File: src/rtl/hazard3_ahbl_arbiter_n_if.sv
// Signal bundle for hazard3_ahbl_arbiter_n: N upstream core-style request ports plus the merged
// AHB-Lite master port. The master modport is the arbiter's view, the slave modport the environment's.
interface hazard3_ahbl_arbiter_n_if #(
   parameter int unsigned N_PORTS = 2,
   parameter int unsigned W_ADDR  = 32,
   parameter int unsigned W_DATA  = 32
);

   // Upstream request side, port k occupies slice k of each flattened vector
   logic [N_PORTS-1:0]        up_aph_req;
   logic [N_PORTS-1:0]        up_aph_panic;
   logic [N_PORTS*W_ADDR-1:0] up_haddr;
   logic [N_PORTS*3-1:0]      up_hsize;
   logic [N_PORTS-1:0]        up_hwrite;
   logic [N_PORTS*4-1:0]      up_hprot;
   logic [N_PORTS*W_DATA-1:0] up_wdata;
   logic [N_PORTS-1:0]        up_aph_ready;
   logic [N_PORTS-1:0]        up_dph_ready;
   logic [N_PORTS-1:0]        up_dph_err;
   logic [W_DATA-1:0]         up_rdata;
   logic [N_PORTS-1:0]        gnt_onehot;

   // Merged AHB-Lite master port
   logic [W_ADDR-1:0]         ahblm_haddr;
   logic                      ahblm_hwrite;
   logic [1:0]                ahblm_htrans;
   logic [2:0]                ahblm_hsize;
   logic [2:0]                ahblm_hburst;
   logic [3:0]                ahblm_hprot;
   logic                      ahblm_hmastlock;
   logic                      ahblm_hready;
   logic                      ahblm_hresp;
   logic [W_DATA-1:0]         ahblm_hwdata;
   logic [W_DATA-1:0]         ahblm_hrdata;

   modport master (
      input  up_aph_req, up_aph_panic, up_haddr, up_hsize, up_hwrite, up_hprot, up_wdata,
      output up_aph_ready, up_dph_ready, up_dph_err, up_rdata, gnt_onehot,
      output ahblm_haddr, ahblm_hwrite, ahblm_htrans, ahblm_hsize, ahblm_hburst, ahblm_hprot,
      output ahblm_hmastlock, ahblm_hwdata,
      input  ahblm_hready, ahblm_hresp, ahblm_hrdata
   );

   modport slave (
      output up_aph_req, up_aph_panic, up_haddr, up_hsize, up_hwrite, up_hprot, up_wdata,
      input  up_aph_ready, up_dph_ready, up_dph_err, up_rdata, gnt_onehot,
      input  ahblm_haddr, ahblm_hwrite, ahblm_htrans, ahblm_hsize, ahblm_hburst, ahblm_hprot,
      input  ahblm_hmastlock, ahblm_hwdata,
      output ahblm_hready, ahblm_hresp, ahblm_hrdata
   );

endinterface

File: src/rtl/hazard3_ahbl_arbiter_n.sv
// N-port arbiter merging core-style address/data-phase requests onto one AHB-Lite master port.
// Define HAZARD3_ARB_ROUND_ROBIN_EN for round-robin selection among non-panic requests.
module hazard3_ahbl_arbiter_n #(
   parameter int unsigned N_PORTS = 2,
   parameter int unsigned W_ADDR  = 32,
   parameter int unsigned W_DATA  = 32
) (
   input  logic                     clk,
   input  logic                     rst_n,
   hazard3_ahbl_arbiter_n_if.master bus
);

   localparam logic [1:0] HTRANS_IDLE = 2'b00;
   localparam logic [1:0] HTRANS_NSEQ = 2'b10;

   logic               hold_aph;
   logic [N_PORTS-1:0] gnt_prev;
   logic [N_PORTS-1:0] dph_owner;
   logic [N_PORTS-1:0] gnt;
   logic [N_PORTS-1:0] panic_first;
   logic [N_PORTS-1:0] req_first;

   // Lowest set bit isolates the lowest-index (highest priority) candidate
   assign panic_first = bus.up_aph_panic & (~bus.up_aph_panic + N_PORTS'(1));

`ifdef HAZARD3_ARB_ROUND_ROBIN_EN
   localparam int unsigned W_IDX = (N_PORTS > 1) ? $clog2(N_PORTS) : 1;

   logic [W_IDX-1:0]   rr_last;
   logic [W_IDX-1:0]   gnt_idx;
   logic               gnt_panic;
   logic               gnt_panic_prev;
   logic [N_PORTS-1:0] rr_above;
   logic [N_PORTS-1:0] req_above;

   // Ports strictly above rr_last get first look; wrap to the bottom if none of them request
   assign rr_above  = ~((N_PORTS'(2) << rr_last) - N_PORTS'(1));
   assign req_above = bus.up_aph_req & rr_above;

   always_comb begin
      req_first = '0;
      if (|req_above) begin
         req_first = req_above & (~req_above + N_PORTS'(1));
      end else begin
         req_first = bus.up_aph_req & (~bus.up_aph_req + N_PORTS'(1));
      end
   end

   // A held grant keeps the panic/non-panic origin it had when first selected
   always_comb begin
      gnt_panic = |bus.up_aph_panic;
      if (hold_aph) begin
         gnt_panic = gnt_panic_prev;
      end
   end

   always_comb begin
      gnt_idx = '0;
      for (int unsigned k = 0; k < N_PORTS; k++) begin
         if (gnt[k]) begin
            gnt_idx = W_IDX'(k);
         end
      end
   end

   always_ff @(posedge clk or negedge rst_n) begin
      if (!rst_n) begin
         rr_last        <= W_IDX'(N_PORTS - 1);
         gnt_panic_prev <= 1'b0;
      end else begin
         gnt_panic_prev <= gnt_panic;
         if (bus.ahblm_hready && (|gnt) && !gnt_panic) begin
            rr_last <= gnt_idx;
         end
      end
   end
`else
   assign req_first = bus.up_aph_req & (~bus.up_aph_req + N_PORTS'(1));
`endif

   // Grant: held address phase, then panic, then ordinary requests
   always_comb begin
      gnt = '0;
      if (hold_aph) begin
         gnt = gnt_prev;
      end else if (|bus.up_aph_panic) begin
         gnt = panic_first;
      end else begin
         gnt = req_first;
      end
   end

   always_ff @(posedge clk or negedge rst_n) begin
      if (!rst_n) begin
         hold_aph  <= 1'b0;
         gnt_prev  <= '0;
         dph_owner <= '0;
      end else begin
         hold_aph <= (|gnt) && !bus.ahblm_hready;
         gnt_prev <= gnt;
         if (bus.ahblm_hready) begin
            dph_owner <= gnt;
         end
      end
   end

   // Address-phase mux; an idle bus presents all-zero control
   always_comb begin
      bus.ahblm_htrans = (|gnt) ? HTRANS_NSEQ : HTRANS_IDLE;
      bus.ahblm_haddr  = '0;
      bus.ahblm_hsize  = 3'b000;
      bus.ahblm_hwrite = 1'b0;
      bus.ahblm_hprot  = 4'b0000;
      for (int unsigned k = 0; k < N_PORTS; k++) begin
         if (gnt[k]) begin
            bus.ahblm_haddr  = bus.up_haddr[k*W_ADDR +: W_ADDR];
            bus.ahblm_hsize  = bus.up_hsize[k*3 +: 3];
            bus.ahblm_hwrite = bus.up_hwrite[k];
            bus.ahblm_hprot  = bus.up_hprot[k*4 +: 4];
         end
      end
   end

   always_comb begin
      bus.ahblm_hwdata = '0;
      for (int unsigned k = 0; k < N_PORTS; k++) begin
         if (dph_owner[k]) begin
            bus.ahblm_hwdata = bus.up_wdata[k*W_DATA +: W_DATA];
         end
      end
   end

   assign bus.ahblm_hburst    = 3'b000;
   assign bus.ahblm_hmastlock = 1'b0;
   assign bus.up_aph_ready    = gnt & {N_PORTS{bus.ahblm_hready}};
   assign bus.up_dph_ready    = dph_owner & {N_PORTS{bus.ahblm_hready}};
   assign bus.up_dph_err      = dph_owner & {N_PORTS{bus.ahblm_hresp}};
   assign bus.up_rdata        = bus.ahblm_hrdata;
   assign bus.gnt_onehot      = gnt;

endmodule

File: src/flat_wrapper.sv
// flat-port wrapper written by rule: the top's interface ports become plain ports
module hazard3_ahbl_arbiter_n_flat 
#(
   parameter int unsigned N_PORTS = 2,
   parameter int unsigned W_ADDR  = 32,
   parameter int unsigned W_DATA  = 32
)
  (clk, rst_n, bus_up_aph_req, bus_up_aph_panic, bus_up_haddr, bus_up_hsize, bus_up_hwrite, bus_up_hprot, bus_up_wdata, bus_up_aph_ready, bus_up_dph_ready, bus_up_dph_err, bus_up_rdata, bus_gnt_onehot, bus_ahblm_haddr, bus_ahblm_hwrite, bus_ahblm_htrans, bus_ahblm_hsize, bus_ahblm_hburst, bus_ahblm_hprot, bus_ahblm_hmastlock, bus_ahblm_hwdata, bus_ahblm_hready, bus_ahblm_hresp, bus_ahblm_hrdata);
  hazard3_ahbl_arbiter_n_if #(.N_PORTS(N_PORTS), .W_ADDR(W_ADDR), .W_DATA(W_DATA)) bus_i ();
  input  logic clk;
  input  logic rst_n;
  input wire logic [$bits(bus_i.up_aph_req)-1:0] bus_up_aph_req;
  input wire logic [$bits(bus_i.up_aph_panic)-1:0] bus_up_aph_panic;
  input wire logic [$bits(bus_i.up_haddr)-1:0] bus_up_haddr;
  input wire logic [$bits(bus_i.up_hsize)-1:0] bus_up_hsize;
  input wire logic [$bits(bus_i.up_hwrite)-1:0] bus_up_hwrite;
  input wire logic [$bits(bus_i.up_hprot)-1:0] bus_up_hprot;
  input wire logic [$bits(bus_i.up_wdata)-1:0] bus_up_wdata;
  output wire logic [$bits(bus_i.up_aph_ready)-1:0] bus_up_aph_ready;
  output wire logic [$bits(bus_i.up_dph_ready)-1:0] bus_up_dph_ready;
  output wire logic [$bits(bus_i.up_dph_err)-1:0] bus_up_dph_err;
  output wire logic [$bits(bus_i.up_rdata)-1:0] bus_up_rdata;
  output wire logic [$bits(bus_i.gnt_onehot)-1:0] bus_gnt_onehot;
  output wire logic [$bits(bus_i.ahblm_haddr)-1:0] bus_ahblm_haddr;
  output wire logic [$bits(bus_i.ahblm_hwrite)-1:0] bus_ahblm_hwrite;
  output wire logic [$bits(bus_i.ahblm_htrans)-1:0] bus_ahblm_htrans;
  output wire logic [$bits(bus_i.ahblm_hsize)-1:0] bus_ahblm_hsize;
  output wire logic [$bits(bus_i.ahblm_hburst)-1:0] bus_ahblm_hburst;
  output wire logic [$bits(bus_i.ahblm_hprot)-1:0] bus_ahblm_hprot;
  output wire logic [$bits(bus_i.ahblm_hmastlock)-1:0] bus_ahblm_hmastlock;
  output wire logic [$bits(bus_i.ahblm_hwdata)-1:0] bus_ahblm_hwdata;
  input wire logic [$bits(bus_i.ahblm_hready)-1:0] bus_ahblm_hready;
  input wire logic [$bits(bus_i.ahblm_hresp)-1:0] bus_ahblm_hresp;
  input wire logic [$bits(bus_i.ahblm_hrdata)-1:0] bus_ahblm_hrdata;
  assign bus_i.up_aph_req = bus_up_aph_req;
  assign bus_i.up_aph_panic = bus_up_aph_panic;
  assign bus_i.up_haddr = bus_up_haddr;
  assign bus_i.up_hsize = bus_up_hsize;
  assign bus_i.up_hwrite = bus_up_hwrite;
  assign bus_i.up_hprot = bus_up_hprot;
  assign bus_i.up_wdata = bus_up_wdata;
  assign bus_up_aph_ready = bus_i.up_aph_ready;
  assign bus_up_dph_ready = bus_i.up_dph_ready;
  assign bus_up_dph_err = bus_i.up_dph_err;
  assign bus_up_rdata = bus_i.up_rdata;
  assign bus_gnt_onehot = bus_i.gnt_onehot;
  assign bus_ahblm_haddr = bus_i.ahblm_haddr;
  assign bus_ahblm_hwrite = bus_i.ahblm_hwrite;
  assign bus_ahblm_htrans = bus_i.ahblm_htrans;
  assign bus_ahblm_hsize = bus_i.ahblm_hsize;
  assign bus_ahblm_hburst = bus_i.ahblm_hburst;
  assign bus_ahblm_hprot = bus_i.ahblm_hprot;
  assign bus_ahblm_hmastlock = bus_i.ahblm_hmastlock;
  assign bus_ahblm_hwdata = bus_i.ahblm_hwdata;
  assign bus_i.ahblm_hready = bus_ahblm_hready;
  assign bus_i.ahblm_hresp = bus_ahblm_hresp;
  assign bus_i.ahblm_hrdata = bus_ahblm_hrdata;
  hazard3_ahbl_arbiter_n #(.N_PORTS(N_PORTS), .W_ADDR(W_ADDR), .W_DATA(W_DATA)) u_core (.clk(clk), .rst_n(rst_n), .bus(bus_i));
endmodule
File: config.mk
export PLATFORM = sky130hd
export DESIGN_NAME = hazard3_ahbl_arbiter_n_flat
export DESIGN_NICKNAME = d
export VERILOG_FILES = /design/src/rtl/hazard3_ahbl_arbiter_n_if.sv /design/src/rtl/hazard3_ahbl_arbiter_n.sv /design/src/flat_wrapper.sv
export SDC_FILE = /design/constraint.sdc
export NUM_CORES = 1
export LEC_CHECK = 0
export ABC_AREA = 1
export ABC_CLOCK_PERIOD_IN_PS = 1600
export BUFFER_PORTS_ARGS = -buffer_cell sky130_fd_sc_hd__buf_2
export CORE_AREA = 3 3 115 117
export DETAILED_ROUTE_END_ITERATION = 8
export DIE_AREA = 0 0 118 120
export PLACE_DENSITY = 0.5
export RECOVER_POWER = 100
export SLEW_MARGIN = 20
export SYNTH_ARGS = -nofsm -noshare
export SYNTH_HDL_FRONTEND = slang
export SYNTH_SLANG_ARGS = --single-unit
File: constraint.sdc
create_clock -name clk -period 1.6 [get_ports clk]
set_clock_uncertainty 0.05 [all_clocks]
set_input_delay 0.16 -clock clk [delete_from_list [all_inputs] [get_ports clk]]
set_output_delay 0.16 -clock clk [all_outputs]
set_load 0.01 [all_outputs]
* Word-level counts from Yosys, hierarchy flattened
Cells that the tools add are included.
Operators by class: multiply operators 0, shift operators 0, magnitude comparators 0, equal/unequal tests 0, bitwise operators 7, reductions and logical operators 4, div/mod/pow operators 0, $add $sub $neg 2, muxes and demuxes 13
Operators by type and width (count):
- $mux 32 | 4
- $and 2x2->2 | 5
- $mux 4 | 2
- $mux 2 | 3
- $mux 3 | 2
- $add 2x1->2 const B | 2
- $not 2->2 | 2
- $reduce_or 2->1 | 2
- $mux 1 | 2
- $logic_and 1x1->1 | 1
- $logic_not 1->1 | 1
Storage, ports and cells: memories 0, bits in read-only memories 0, input bits 184, memory bits (writable) 0, register bits 5, latch bits 0, logic and storage cells 29

* Depth between registers and ports, before layout
Gate-level depths: netlist of the first run.
word-level depth 7, gate-level depth with buffers 7, gate-level depth less buffers 7

* Worst setup path before layout of the first run
Ideal clock, no wire load.
kind flip-flop to output port, start point reg u_core.hold_aph, end point out bus_ahblm_haddr[16], data required time 1.390 ns, buffers on the path 1, stages on the path, launching flop included 7, path slack 0.327 ns, data arrival time 1.063 ns, path through dfrtp_1 -> nor2_2 -> nand3_4 -> nand2_8 -> buf_6 -> nand2_1 -> o21ai_1
Between the ends: cells in the longest elaborated chain, start to end 3
RTL lines:
- from (decl) | RTL line hazard3_ahbl_arbiter_n.sv:16 | logic hold_aph;
- from (signal assigned) | RTL line hazard3_ahbl_arbiter_n.sv:99 | hold_aph <= (|gnt) && !bus.ahblm_hready;
- $mux 2 (*) | RTL line hazard3_ahbl_arbiter_n.sv:84 | if (hold_aph) begin
- $mux 32 | RTL line hazard3_ahbl_arbiter_n.sv:115 | if (gnt[k]) begin
- $mux 32 (*) | RTL line hazard3_ahbl_arbiter_n.sv:115
- to (decl) | RTL line flat_wrapper.sv:24 | output wire logic [$bits(bus_i.ahblm_haddr)-1:0] bus_ahblm_haddr;
Mark *: on every way between the ends. The rest lies on a longest branch, timed or not.

* Worst setup path in the final report of the first run
start point reg u_core.hold_aph, end point out bus_ahblm_haddr[18]
The elaborated chain is that of the path after synthesis.

==> results.md, run 1 <==
- The run finished, with violations left.
- The final reports fail on setup timing.
- The initial antenna violation count is 0.
- The commonest cells after synthesis are sky130_fd_sc_hd__nand2_1 (115), sky130_fd_sc_hd__nand3_1 (73), sky130_fd_sc_hd__o21ai_2 (38).
- Data on the critical path arrives at its endpoint at 1500 ps.
- The maximum number of pins on one net before global-route repair is 41.
- The pre-CTS setup slack is 90.6 ps.
- The horizontal extent of the die is 118 um.
- The endpoint identified for the worst register-to-register timing path is u_core.dph_owner[1]$_DFFE_PN0P_.
- The via count of the first global-routing pass was 2466.
- Setup repair after global routing could not meet its margin everywhere.
- In this run the number of H-tree levels came out at 1.
- The worst-case reg-to-reg path depth is 6.
- The worst min-delay path startpoint is bus_ahblm_hready.
- Summed over all instances, the cell type with the most area after synthesis is sky130_fd_sc_hd__nand2_1.
- The final net count is 705.
- Using the TritonRoute via totals, the vias-per-cell ratio works out to 4.06.
- The core area is 12500 um2.
- In the post-synthesis netlist, the biggest area contributors are sky130_fd_sc_hd__nand2_1 (23%), sky130_fd_sc_hd__nand3_1 (20%), sky130_fd_sc_hd__o21ai_2 (18%).
- The sink count of the clock tree is 5.
- The placed instance count is 675.
- The number of distinct library cell variants in the gate-level netlist after synthesis is 17.
- The detailed router's first-iteration violation count is 52.
- The highest fanout seen on the critical path is 8.
- Of the available clock period, the critical path in the final layout requires 1.07.
- Global routing finished with a remaining overflow of 0.
- The number of fill cells in the layout is 1420.
- The number of input and output port buffers inserted is 232.
- IR analysis of the VDD net gives a maximum drop of 0.306 mV.
- The final cell utilization of the core is 0.272.
- The post-synth design cell area is 1840 um2.
- The post-detailed-route count of antenna-violating nets is 0.
- The worst hold slack after final layout is 155 ps.
- For hold timing, the worst endpoint is u_core.dph_owner[1]$_DFFE_PN0P_.
- The post-route standard cell area excluding fillers is 3390 um2.
- The number of standard cells after synthesis is 318.
- The iteration count of the initial detailed-routing pass is 5.
- The proportion of synthesized chip area in sequential cells is 0.0680.
- The leakage power of the design is 2.00 nW.
- Compared with the post-synthesis result, the final layout area differs by 84.3%.
- The longest clock path from root to sink contains 2 buffers.
- The worst setup path is captured at an output port.
- The die outline area is 14200 um2.
- The type of origin of the critical path is a register.
- The worst path setup slack after routing is -115 ps.
- In the routed design, unresolved DRC markers number 0.
- The tree is rooted in a sky130_fd_sc_hd__clkbuf_16.
- The average size of a mapped cell is 5.79 um2.
- The overall track demand over capacity in global routing is 0.101.
- The critical path is of the register to output port type.
- The accumulated negative setup slack is -4000 ps.
- The final-report max-slew violation count was 0.
- The initial core utilization is 0.148.
- Setup violations remaining at the end of the flow were counted as 43.
- The worst min-delay path category is input pin to register.
- The startpoint of the worst-slack reg-to-reg timing path is u_core.hold_aph$_DFF_PN0_.
- The placer congestion estimate is 0.732.
- The smallest clock period supported by the final layout is computed as 1710 ps.
- By instance count, the leading cell after synthesis is sky130_fd_sc_hd__nand2_1.
- Counting instances, the worst hold path has a depth of 2.
- The count of state elements after synthesis is 5.
- The HPWL after detailed placement is 6.54 mm.
- The number of max-cap violations is 0.
- The primary flip-flop cell chosen by synthesis mapping is sky130_fd_sc_hd__dfrtp_1.
- Summing over every cut layer, the via total after detailed routing is 2811.
- The clock-pin slew on the worst setup and hold paths is 40 ps.
- During I/O placement, the number of pins put on the boundary was 302.
- The share of the synthesized area in the top cell type is 0.235.
- The register-to-register setup slack is 330 ps.
- The die height is 120 um.
- At the worst endpoint, the required time is 1390 ps.
- The wire length of the first global-routing pass is 11.9 mm.
- TritonCTS built the clock tree.
- The average wire length per cell after detail routing is 12.4 um.
- The number of clock buffers inserted by TritonCTS is 3.
- The instance area at placement is 2960 um2.
- The Yosys step of the flow raised 0 warnings.
- The number of flops mapped to enable cells by yosys is 0.
- For this design the ratio of total power to cell area is 663 nW/um2.
- The row count is 41.
- The final routed wirelength across all metal layers is 8.59 mm.
- The finished layout holds 692 standard cells, fillers aside.
- The latest clock arrival within the worst-skew pair is 230 ps.
- The share of final-layout standard cells stronger than drive strength 1 is 0.642.
- Power comes to 2.25 mW.
- 0 antenna diodes ended up in the layout.
- The number of endpoints with negative hold slack in the final report is 0.
- The share of async-settable or async-resettable flops after synthesis is 1.00.
- Based on the critical path, the design can be clocked at up to 583 MHz.
kinds of logic after synthesis:
group,count (synthesis),synth area share
buffers and inverters,76,0.273
DFF,5,0.0680
and+or+nand+nor,194,0.466
other,1,0.00204
AOI/OAI and AO/OA,42,0.192
layer usage:
layer	vias to the layer above	global-route usage	share of wire
met1	1214	0.110	0.38
met4	0	0.0278	0.011
met3	8	0.0405	0.12
li1	1399	-	-
met2	190	0.183	0.49
met5	-	0	0
critical path, cell delays in order (launching register included):
cell and delay, ps:
sky130_fd_sc_hd__dfrtp_1 410, sky130_fd_sc_hd__nor2_4 150, sky130_fd_sc_hd__nand3_4 130, sky130_fd_sc_hd__nand2_8 180, sky130_fd_sc_hd__buf_6 150, sky130_fd_sc_hd__nand2_4 50
sky130_fd_sc_hd__o21ai_4 50, sky130_fd_sc_hd__buf_2 140
worst max path at each step:
stage                              startpoint                  end  slack [ps]  cells after the start
floorplan           u_core.hold_aph$_DFF_PN0_  bus_ahblm_haddr[16]         330                      6
global placement    u_core.hold_aph$_DFF_PN0_   bus_ahblm_haddr[7]         110                      6
detailed placement  u_core.hold_aph$_DFF_PN0_   bus_ahblm_haddr[7]          90                      6
CTS                 u_core.hold_aph$_DFF_PN0_   bus_ahblm_haddr[7]        -130                      6
global route        u_core.hold_aph$_DFF_PN0_  bus_ahblm_haddr[15]        -200                      7
finish              u_core.hold_aph$_DFF_PN0_  bus_ahblm_haddr[18]        -110                      7
report_power, final:
group	switching (mW)	internal (mW)	total [mW]
Clock	0.0854	0.331	0.416
Sequential	0.0112	0.144	0.155
Combinational	0.902	0.775	1.68
area by class of cell:
cell class,instances,area (um2),area share
Multi-Input combinational cell,242,1380,0.405
Clock buffer,4,78.8,0.0232
Timing Repair Buffer,257,1550,0.458
Tap cell,172,215,0.0634
Inverter,12,45.0,0.0133
Sequential cell,5,125,0.0369
sequential cells by signal, summed over array words and instances (netlist names):
name              cells
u_core.dph_owner      2
u_core.gnt_prev       2
u_core.hold_aph       1
cell usage in the layout (no fill, tap or decap), types with 5 or more instances in the layout:
cell | netlist | routed
sky130_fd_sc_hd__buf_12 | 0 | 8
sky130_fd_sc_hd__nand2_4 | 0 | 6
sky130_fd_sc_hd__buf_4 | 37 | 7
sky130_fd_sc_hd__nand2_2 | 2 | 23
sky130_fd_sc_hd__conb_1 | 1 | 5
sky130_fd_sc_hd__dfrtp_1 | 5 | 5
sky130_fd_sc_hd__buf_2 | 14 | 230
sky130_fd_sc_hd__nand3_1 | 73 | 71
sky130_fd_sc_hd__nand2_1 | 115 | 88
sky130_fd_sc_hd__o21ai_2 | 38 | 38
sky130_fd_sc_hd__clkbuf_16 | 0 | 7
sky130_fd_sc_hd__inv_1 | 12 | 11
repair_timing:
item | 4_1_cts | 5_1_grt
hold buffers | 1 | 0
buffers inserted | 4 | 2
pin swaps | 0 | 7
hold endpoints to repair | 5 | 0
setup endpoints to repair | 45 | 45
cloned | 0 | 6
gates resized for setup | 9 | 40
(Power assumes the default switching activity.)
==> inputs of run 2 (changes only) <==
--- a/config.mk
+++ b/config.mk
@@ -5,13 +5,12 @@
 export SDC_FILE = /design/constraint.sdc
 export NUM_CORES = 1
 export LEC_CHECK = 0
-export ABC_AREA = 1
 export ABC_CLOCK_PERIOD_IN_PS = 1600
 export BUFFER_PORTS_ARGS = -buffer_cell sky130_fd_sc_hd__buf_2
-export CORE_AREA = 3 3 115 117
+export CORE_AREA = 3 3 118 120
 export DETAILED_ROUTE_END_ITERATION = 8
-export DIE_AREA = 0 0 118 120
-export PLACE_DENSITY = 0.5
+export DIE_AREA = 0 0 121 123
+export PLACE_DENSITY = 0.48
 export RECOVER_POWER = 100
 export SLEW_MARGIN = 20
 export SYNTH_ARGS = -nofsm -noshare
==> run 2 against run 1 <==
The flow still finishes with violations (setup timing). Die area rose by 5.1%. Combinational power decreased by 5%. Count of clock-buffer cells in the layout did not move. Via count shrank 11%. Total power decreased by 3.7%. Cell area is 5.8% lower. Highest routed layer is now met5.
==> results.md, run 2 <==
- The overall via count from detail_route is 2506 (-11%).
- The worst IR drop on VDD is 0.270 mV (-12%).
- The post-layout instance count excluding filler cells came to 618 (-11%).
- The initial antenna violation count is 2 (+2).
- The largest registers in the layout are u_core.dph_owner x2, u_core.gnt_prev x2, u_core.hold_aph x1.
- The data required time at the worst endpoint is 1390 ps (about the same).
- The largest incremental delay on the critical path was 390 ps (-20 ps).
- The number of distinct library cell variants in the gate-level netlist after synthesis is 23 (+6).
- The number of warnings reported in the yosys synthesis log was 0 (unchanged).
- Traced cell by cell, the critical path runs through buf_4 -> or2_4 -> buf_12 -> o211ai_1 -> mux2i_4 -> buf_6.
- The count of inserted antenna diode cells is 0 (unchanged).
- The final routed wirelength across all metal layers is 8.29 mm (-3.4%).
- The leakage power of the design is 1.91 nW (-4.5%).
- The number of levels the H-tree was split into is 1 (unchanged).
- The iteration count of the initial detailed-routing pass was 4 (-1).
- The final-report max-slew violation count came to 0 (unchanged).
- The primary flip-flop cell chosen by synthesis mapping is sky130_fd_sc_hd__dfrtp_1.
- The pre-CTS setup slack is -275 ps (-365 ps).
- The overall track demand over capacity in global routing is 0.0963 (-0.00504).
- The CTS tree is done.
- The ratio of routed vias to standard cells is 4.06 (-0.18%).
- The initial core utilization is 0.140 (-0.00794).
- The number of standard cells after synthesis is 247 (-22%).
- The areal power density over the cells is 677 nW/um2 (+2.2%).
- The proportion of synthesized chip area in sequential cells was 0.0684 (+0.000465).
- The tree is rooted in a sky130_fd_sc_hd__clkbuf_16.
- The arrival time at the worst endpoint came to 1700 ps (+200 ps).
- Ranked by total cell area, the synthesized netlist is headed by sky130_fd_sc_hd__mux2i_1 (22%), sky130_fd_sc_hd__o211ai_1 (16%), sky130_fd_sc_hd__buf_4 (15%).
- The detailed router's first-iteration violation count is 84 (+62%).
- After synthesis, the most frequently instantiated cells are sky130_fd_sc_hd__inv_1 (42), sky130_fd_sc_hd__mux2i_1 (40), sky130_fd_sc_hd__o211ai_1 (40).
- The wire length of the first global-routing pass was 11.6 mm (-3.0%).
- The sink count of the clock tree is 5 (unchanged).
- Leaving out fill and tap cells, the most frequent cell in the layout is sky130_fd_sc_hd__buf_2.
- The final routed DRC violation total was 0 (unchanged).
- The average size of a mapped cell came to 7.40 um2 (+28%).
- The highest fanout seen on the critical path is 24 (+16).
- The flow ran to the end, but the final reports show violations.
- The number of input and output port buffers inserted is 232 (unchanged).
- The final setup violation count is 52 (+21%).
- Setup repair after global routing could not meet its margin everywhere.
- In the layout the commonest cells are sky130_fd_sc_hd__buf_2 (228), sky130_fd_sc_hd__inv_1 (42), sky130_fd_sc_hd__o211ai_1 (40).
- The via count of the first global-routing pass is 2215 (-10%).
- The overflow left after global routing is 0 (unchanged).
- The cell family contributing the most delay on the critical path is buffers and inverters.
- The row count is 42 (+2.4%).
- The average wire length per cell after detail routing came to 13.4 um (+8.1%).
- The share of final-layout standard cells stronger than drive strength 1 is 0.595 (-0.0473).
- The highest attainable clock frequency is 523 MHz (-10%).
- The worst min-delay path category is input pin to register.
- The maximum number of pins on one net before global-route repair came to 37 (-9.8%).
- The latest clock arrival within the worst-skew pair is 220 ps (about the same).
- The number of clock buffers inserted by TritonCTS is 3 (unchanged).
- The die height came to 123 um (+2.5%).
- The clock-pin slew on the worst setup and hold paths is 30 ps (about the same).
- The count of state elements after synthesis is 5 (unchanged).
- The share of the synthesized area in the top cell type is 0.219 (-0.0155).
- The final reports fail on setup timing.
- The area growth from synthesis to layout is 74.8%.
- The HPWL after detailed placement was 6.92 mm (+5.9%).
- The share of async-settable or async-resettable flops after synthesis is 1.00 (unchanged).
- The top cell type by total area after synthesis is sky130_fd_sc_hd__mux2i_1.
- The placer congestion estimate is 0.672 (-8.2%).
- The largest individual stage delay along the critical path comes from the cell sky130_fd_sc_hd__dfrtp_1.
- The buffer and inverter count on the worst path is 3 (+1).
- The period utilization is 1.20 (+0.124).
- The clock period minus worst slack is 1910 ps (+198 ps).
- The number of placed I/O pins is 302 (unchanged).
- The horizontal extent of the die is 121 um (+2.5%).
- The type of origin of the critical path is a register.
- The number of max-cap violations came to 0 (unchanged).
- The placed instance count came to 606 (-10%).
- The core area came to 13100 um2 (+5.0%).
- The post-synth design cell area is 1830 um2 (-0.68%).
- The post-detailed-route count of antenna-violating nets is 0 (unchanged).
- The die outline area is 14900 um2 (+5.1%).
- The final net count was 627 (-11%).
- The number of flops mapped to enable cells by yosys was 0 (unchanged).
- The critical path capture point type is an output port.
- The number of fill cells in the layout is 1426 (+0.42%).
- The maximum count of clock buffers along a single path is 2 (unchanged).
- The type of the setup path with the least slack is register to output port.
- The number of endpoints with negative hold slack in the final report is 0 (unchanged).
- The worst path setup slack after routing is -313 ps (-198 ps).
- By instance count, the leading cell after synthesis is sky130_fd_sc_hd__inv_1.
run 2: cell types whose count changed after synthesis, sizes merged, moves of 2 or more:
cell	change
nor2b	+3
mux2i	+40
and2	+6
inv	+31
buf	-10
a22o	+31
clkbuf	+10
o21ai	-40
o211ai	+40
a21oi	+2
nand2	-115
nand3	-74
run 2: through the flow:
| step | utilization | instance area, um2 | hold slack [ps] | setup TNS, ps | power (mW) |
|---|---|---|---|---|---|
| 6_report | 0.244 | 3200 | 142 | -10250 | 2.16 |
| 5_1_grt | 0.244 | 3200 | 146 | -15080 | 2.32 |
| 4_1_cts | 0.241 | 3160 | 130 | -10610 | 2.16 |
| 3_5_place_dp | 0.228 | 2980 | -72.1 | -8230 | 1.65 |
| 3_3_place_gp | 0.228 | 2980 | -74.2 | -5830 | 1.64 |
| 2_1_floorplan | - | 1840 | -186 | 0 | 1.10 |
run 2: report_power, final:
part	leakage (nW)	total (mW)	switching, mW	internal, mW
logic	1.81	1.59	0.783	0.812
registers	0.0571	0.163	0.0171	0.146
clock network	0.0382	0.407	0.0775	0.330
run 2: final timing paths:
kind	from	to	slack, ps	depth (start not counted)
max	u_core.hold_aph$_DFF_PN0_	bus_ahblm_hsize[2]	-310	6
min	bus_ahblm_hready	u_core.hold_aph$_DFF_PN0_	140	2
max in group asynchronous	rst_n	u_core.hold_aph$_DFF_PN0_	1010	2
max reg2reg	u_core.hold_aph$_DFF_PN0_	u_core.dph_owner[1]$_DFFE_PN0P_	90	5
min in group asynchronous	rst_n	u_core.gnt_prev[0]$_DFF_PN0_	280	2
min reg2reg	u_core.gnt_prev[0]$_DFF_PN0_	u_core.gnt_prev[0]$_DFF_PN0_	650	3
run 2: area by class of cell:
cell class	instances	area [um2]	share of cell area
clock buffer	4	78.8	0.0247
inverter	43	161	0.0505
multi-input combinational	140	1190	0.372
sequential	5	125	0.0392
tap	176	220	0.0689
timing repair buffer	250	1420	0.444
run 2: per-layer routing:
metal	GRT usage	vias up	part of all wire
met5	0	-	0.0013
met1	0.140	1145	0.43
li1	-	1213	-
met3	0.0274	6	0.10
met4	0.0149	2	0.0024
met2	0.144	140	0.46
run 2: logic make-up (layout without fill, tap and decap cells):
family / after synthesis / in the layout / synth area share
flops: 5 / 5 / 0.0684
mux: 41 / 41 / 0.225
buf+inv: 107 / 297 / 0.321
simple gates: 17 / 18 / 0.0520
other cells: 1 / 5 / 0.00205
compound gates: 76 / 76 / 0.331
run 2: repair_timing:
action                                  in CTS  in global routing
endpoints found under the hold margin        5                  0
resized for setup                           14                  3
endpoints found under the setup margin      75                 62
buffers inserted                             4                  2
pin swaps                                    5                  2
gates cloned                                 1                  0
hold buffers                                 1                  0
==> inputs of run 3 (changes only) <==
--- a/config.mk
+++ b/config.mk
@@ -5,7 +5,7 @@
 export SDC_FILE = /design/constraint.sdc
 export NUM_CORES = 1
 export LEC_CHECK = 0
-export ABC_CLOCK_PERIOD_IN_PS = 1600
+export ABC_CLOCK_PERIOD_IN_PS = 2050
 export BUFFER_PORTS_ARGS = -buffer_cell sky130_fd_sc_hd__buf_2
 export CORE_AREA = 3 3 118 120
 export DETAILED_ROUTE_END_ITERATION = 8
==> constraint.sdc (replaced) <==
create_clock -name clk -period 2.05 [get_ports clk]
set_clock_uncertainty 0.05 [all_clocks]
set_input_delay 0.205 -clock clk [delete_from_list [all_inputs] [get_ports clk]]
set_output_delay 0.205 -clock clk [all_outputs]
set_load 0.01 [all_outputs]
==> run 3 against run 2 <==
Die area is the same. Utilization shrank 2.0 points. Critical path depth shrank 1. Largest cell class unchanged. Flip-flop and latch count is the same. Worst setup slack gained 390 ps. Sequential share of layout area grew 0.36 points. Combinational power shrank 31%. Cell area shrank 8.4%. The flow now finishes without violations.
==> results.md, run 3 (same netlist as run 2, synthesis figures left out) <==
- The worst setup path is of the register to output port kind.
- The die height is 123 um (unchanged).
- The clock-pin slew on the worst setup and hold paths is 30 ps (about the same).
- The clock network fraction of total power came to 0.208 (+0.020).
- The largest registers in the layout are u_core.dph_owner x2, u_core.gnt_prev x2, u_core.hold_aph x1.
- The power spent charging and discharging nets came to 670 uW (-24%).
- The arrival time at the worst endpoint is 1720 ps (+20 ps).
- The data required time at the worst endpoint is 1790 ps (+400 ps).
- The power after layout is 1.53 mW (-29%).
- The number of endpoints with negative hold slack in the final report is 0 (unchanged).
- The cell depth of the worst min-delay path is 2 (unchanged).
- In the layout the commonest cells are sky130_fd_sc_hd__buf_2 (156), sky130_fd_sc_hd__clkbuf_1 (66), sky130_fd_sc_hd__inv_1 (43).
- The detailed router's first-iteration violation count is 64 (-24%).
- The final net count was 616 (-1.8%).
- In this run the clock root is driven by a sky130_fd_sc_hd__clkbuf_16.
- The overall via count from detail_route is 2432 (-3.0%).
- The final routed DRC violation total is 0 (unchanged).
- The initial core utilization was 0.140 (unchanged).
- The HPWL after detailed placement is 6.97 mm (+0.62%).
- The final routed wirelength across all metal layers is 8.34 mm (+0.58%).
- The worst setup path is launched from a register.
- The number of levels the H-tree was split into was 1 (unchanged).
- The cell-internal power was 861 uW (-33%).
- The period utilization is 0.964.
- The placer congestion estimate is 0.676 (+0.58%).
- The most common cell after layout, fill and taps aside is sky130_fd_sc_hd__buf_2.
- The CTS tree is done.
- The share of final-layout standard cells stronger than drive strength 1 is 0.429 (-0.166).
- The final-report max-slew violation count was 0 (unchanged).
- The final setup violation count is 0 (-100%).
- The average wire length per cell after detail routing is 13.7 um (+2.2%).
- The overflow left after global routing came to 0 (unchanged).
- The worst-case reg-to-reg path depth is 4 (-1).
- The power share of the combinational group was 0.711 (-0.026).
- The via count of the first global-routing pass is 2199 (-0.72%).
- The share of total power consumed by net switching is 0.438 (+0.0324).
- The sink count of the clock tree came to 5 (unchanged).
- The wire length of the first global-routing pass was 11.8 mm (+2.4%).
- The horizontal extent of the die is 121 um (unchanged).
- The initial antenna violation count is 1 (-1).
- The clock period minus worst slack is 1980 ps.
- Derived from the worst setup path, the maximum achievable clock frequency is 506 MHz.
- The core area is 13100 um2 (unchanged).
- The maximum count of clock buffers along a single path is 2 (unchanged).
- For the pin with the worst max-slew slack, the measured transition is 678 ps.
- The row count was 42 (unchanged).
- The number of fill cells in the layout is 1505 (+5.5%).
- The number of input and output port buffers inserted was 232 (unchanged).
- Setup repair after global routing left no endpoint under its margin.
- The worst max-slew margin expressed relative to the limit is 0.548.
- The final cell utilization of the core is 0.224 (-0.0205).
- The iteration count of the initial detailed-routing pass is 4 (unchanged).
- The maximum number of pins on one net before global-route repair is 42 (+14%).
- Compared with the post-synthesis result, the final layout area differs by 60.2%.
- The die outline area was 14900 um2 (unchanged).
- The power share of the sequential group was 0.082 (+0.007).
- The post-detailed-route count of antenna-violating nets came to 0 (unchanged).
- The areal power density over the cells is 523 nW/um2 (-23%).
- The ratio of routed vias to standard cells is 4.00 (-1.4%).
- The overall track demand over capacity in global routing was 0.0979 (+0.00153).
- The run finished with clean final reports.
- The worst setup path is captured at an output port.
- The number of max-cap violations is 0 (unchanged).
- The accumulated negative setup slack was 0 ps (+10250 ps).
- The worst IR drop on VDD is 0.239 mV (-11%).
- The number of placed I/O pins is 302 (unchanged).
- The number of clock buffers inserted by TritonCTS is 3 (unchanged).
- The latest clock arrival within the worst-skew pair is 230 ps (about the same).
- The highest fanout seen on the critical path is 24 (unchanged).
- The leakage power of the design came to 1.62 nW (-15%).
- The tightest min-delay check is of the input pin to register type.
run 3: changes by cell type in the layout (fill, tap and decap cells not counted), sizes merged:
| cell | delta |
|---|---|
| buf | -85 |
| clkbuf | +75 |
| nor2b | -1 |
| diode | +1 |
run 3: per-layer routing:
| layer | wire length [um] | GRT usage | vias to the layer above |
|---|---|---|---|
| met4 | 44 | 0.0149 | 2 |
| met3 | 784 | 0.0302 | 9 |
| li1 | - | - | 1189 |
| met5 | 11 | 0 | - |
| met1 | 3710 | 0.141 | 1108 |
| met2 | 3780 | 0.146 | 124 |
run 3: final timing paths:
kind                                                       from                              end  slack (ps)
max in group asynchronous                                 rst_n        u_core.hold_aph$_DFF_PN0_        1400
worst max register to register        u_core.hold_aph$_DFF_PN0_  u_core.dph_owner[0]$_DFFE_PN0P_         540
worst min-delay path                           bus_ahblm_hready        u_core.hold_aph$_DFF_PN0_         180
worst max-delay path                  u_core.hold_aph$_DFF_PN0_               bus_ahblm_hsize[2]          70
min in group asynchronous                                 rst_n  u_core.dph_owner[1]$_DFFE_PN0P_         330
worst min register to register  u_core.dph_owner[0]$_DFFE_PN0P_  u_core.dph_owner[0]$_DFFE_PN0P_         530
run 3: stage by stage:
stage	setup WS [ps]	cell area, um2	cells	hold WS, ps
6_report	74.6	2930	608	178
5_1_grt	8.18	2930	607	198
4_1_cts	5.11	2990	606	180
3_5_place_dp	92.2	2890	601	-20.4
3_3_place_gp	177	2890	601	-24.3
2_1_floorplan	460	1840	251	-141
run 3: power groups by stage:
stage	clock [mW]	sequential [mW]	combinational, mW
after floorplan	0	0.121	0.735
after global placement	0	0.123	1.11
after detailed placement	0	0.125	1.13
after CTS	0.323	0.126	1.14
after global routing	0.337	0.128	1.19
final	0.318	0.125	1.09
run 3: timing repair:
item / in CTS / in global routing
setup buffers: 0 / 1
cloned: 0 / 0
pin swaps: 0 / 1
hold buffers: 1 / 0
endpoints found under the hold margin: 5 / 0
resized for setup: 3 / 5
setup endpoints to repair: 35 / 20
run 3: layout make-up:
cell class | count | area, um2 | area share
clock buffer | 4 | 78.8 | 0.0269
multi-input combinational | 139 | 1160 | 0.395
sequential | 5 | 125 | 0.0427
inverter | 43 | 161 | 0.0551
timing repair buffer | 240 | 1180 | 0.404
antenna | 1 | 2.50 | 0.000855
tap | 176 | 220 | 0.0752
run 3: worst max-delay path, stage by stage, from the launching register on:
cell and delay [ps]:
sky130_fd_sc_hd__dfrtp_1 400, sky130_fd_sc_hd__nor2b_1 140, sky130_fd_sc_hd__a221o_2 360, sky130_fd_sc_hd__buf_12 190, sky130_fd_sc_hd__mux2i_2 210, sky130_fd_sc_hd__clkbuf_2 170
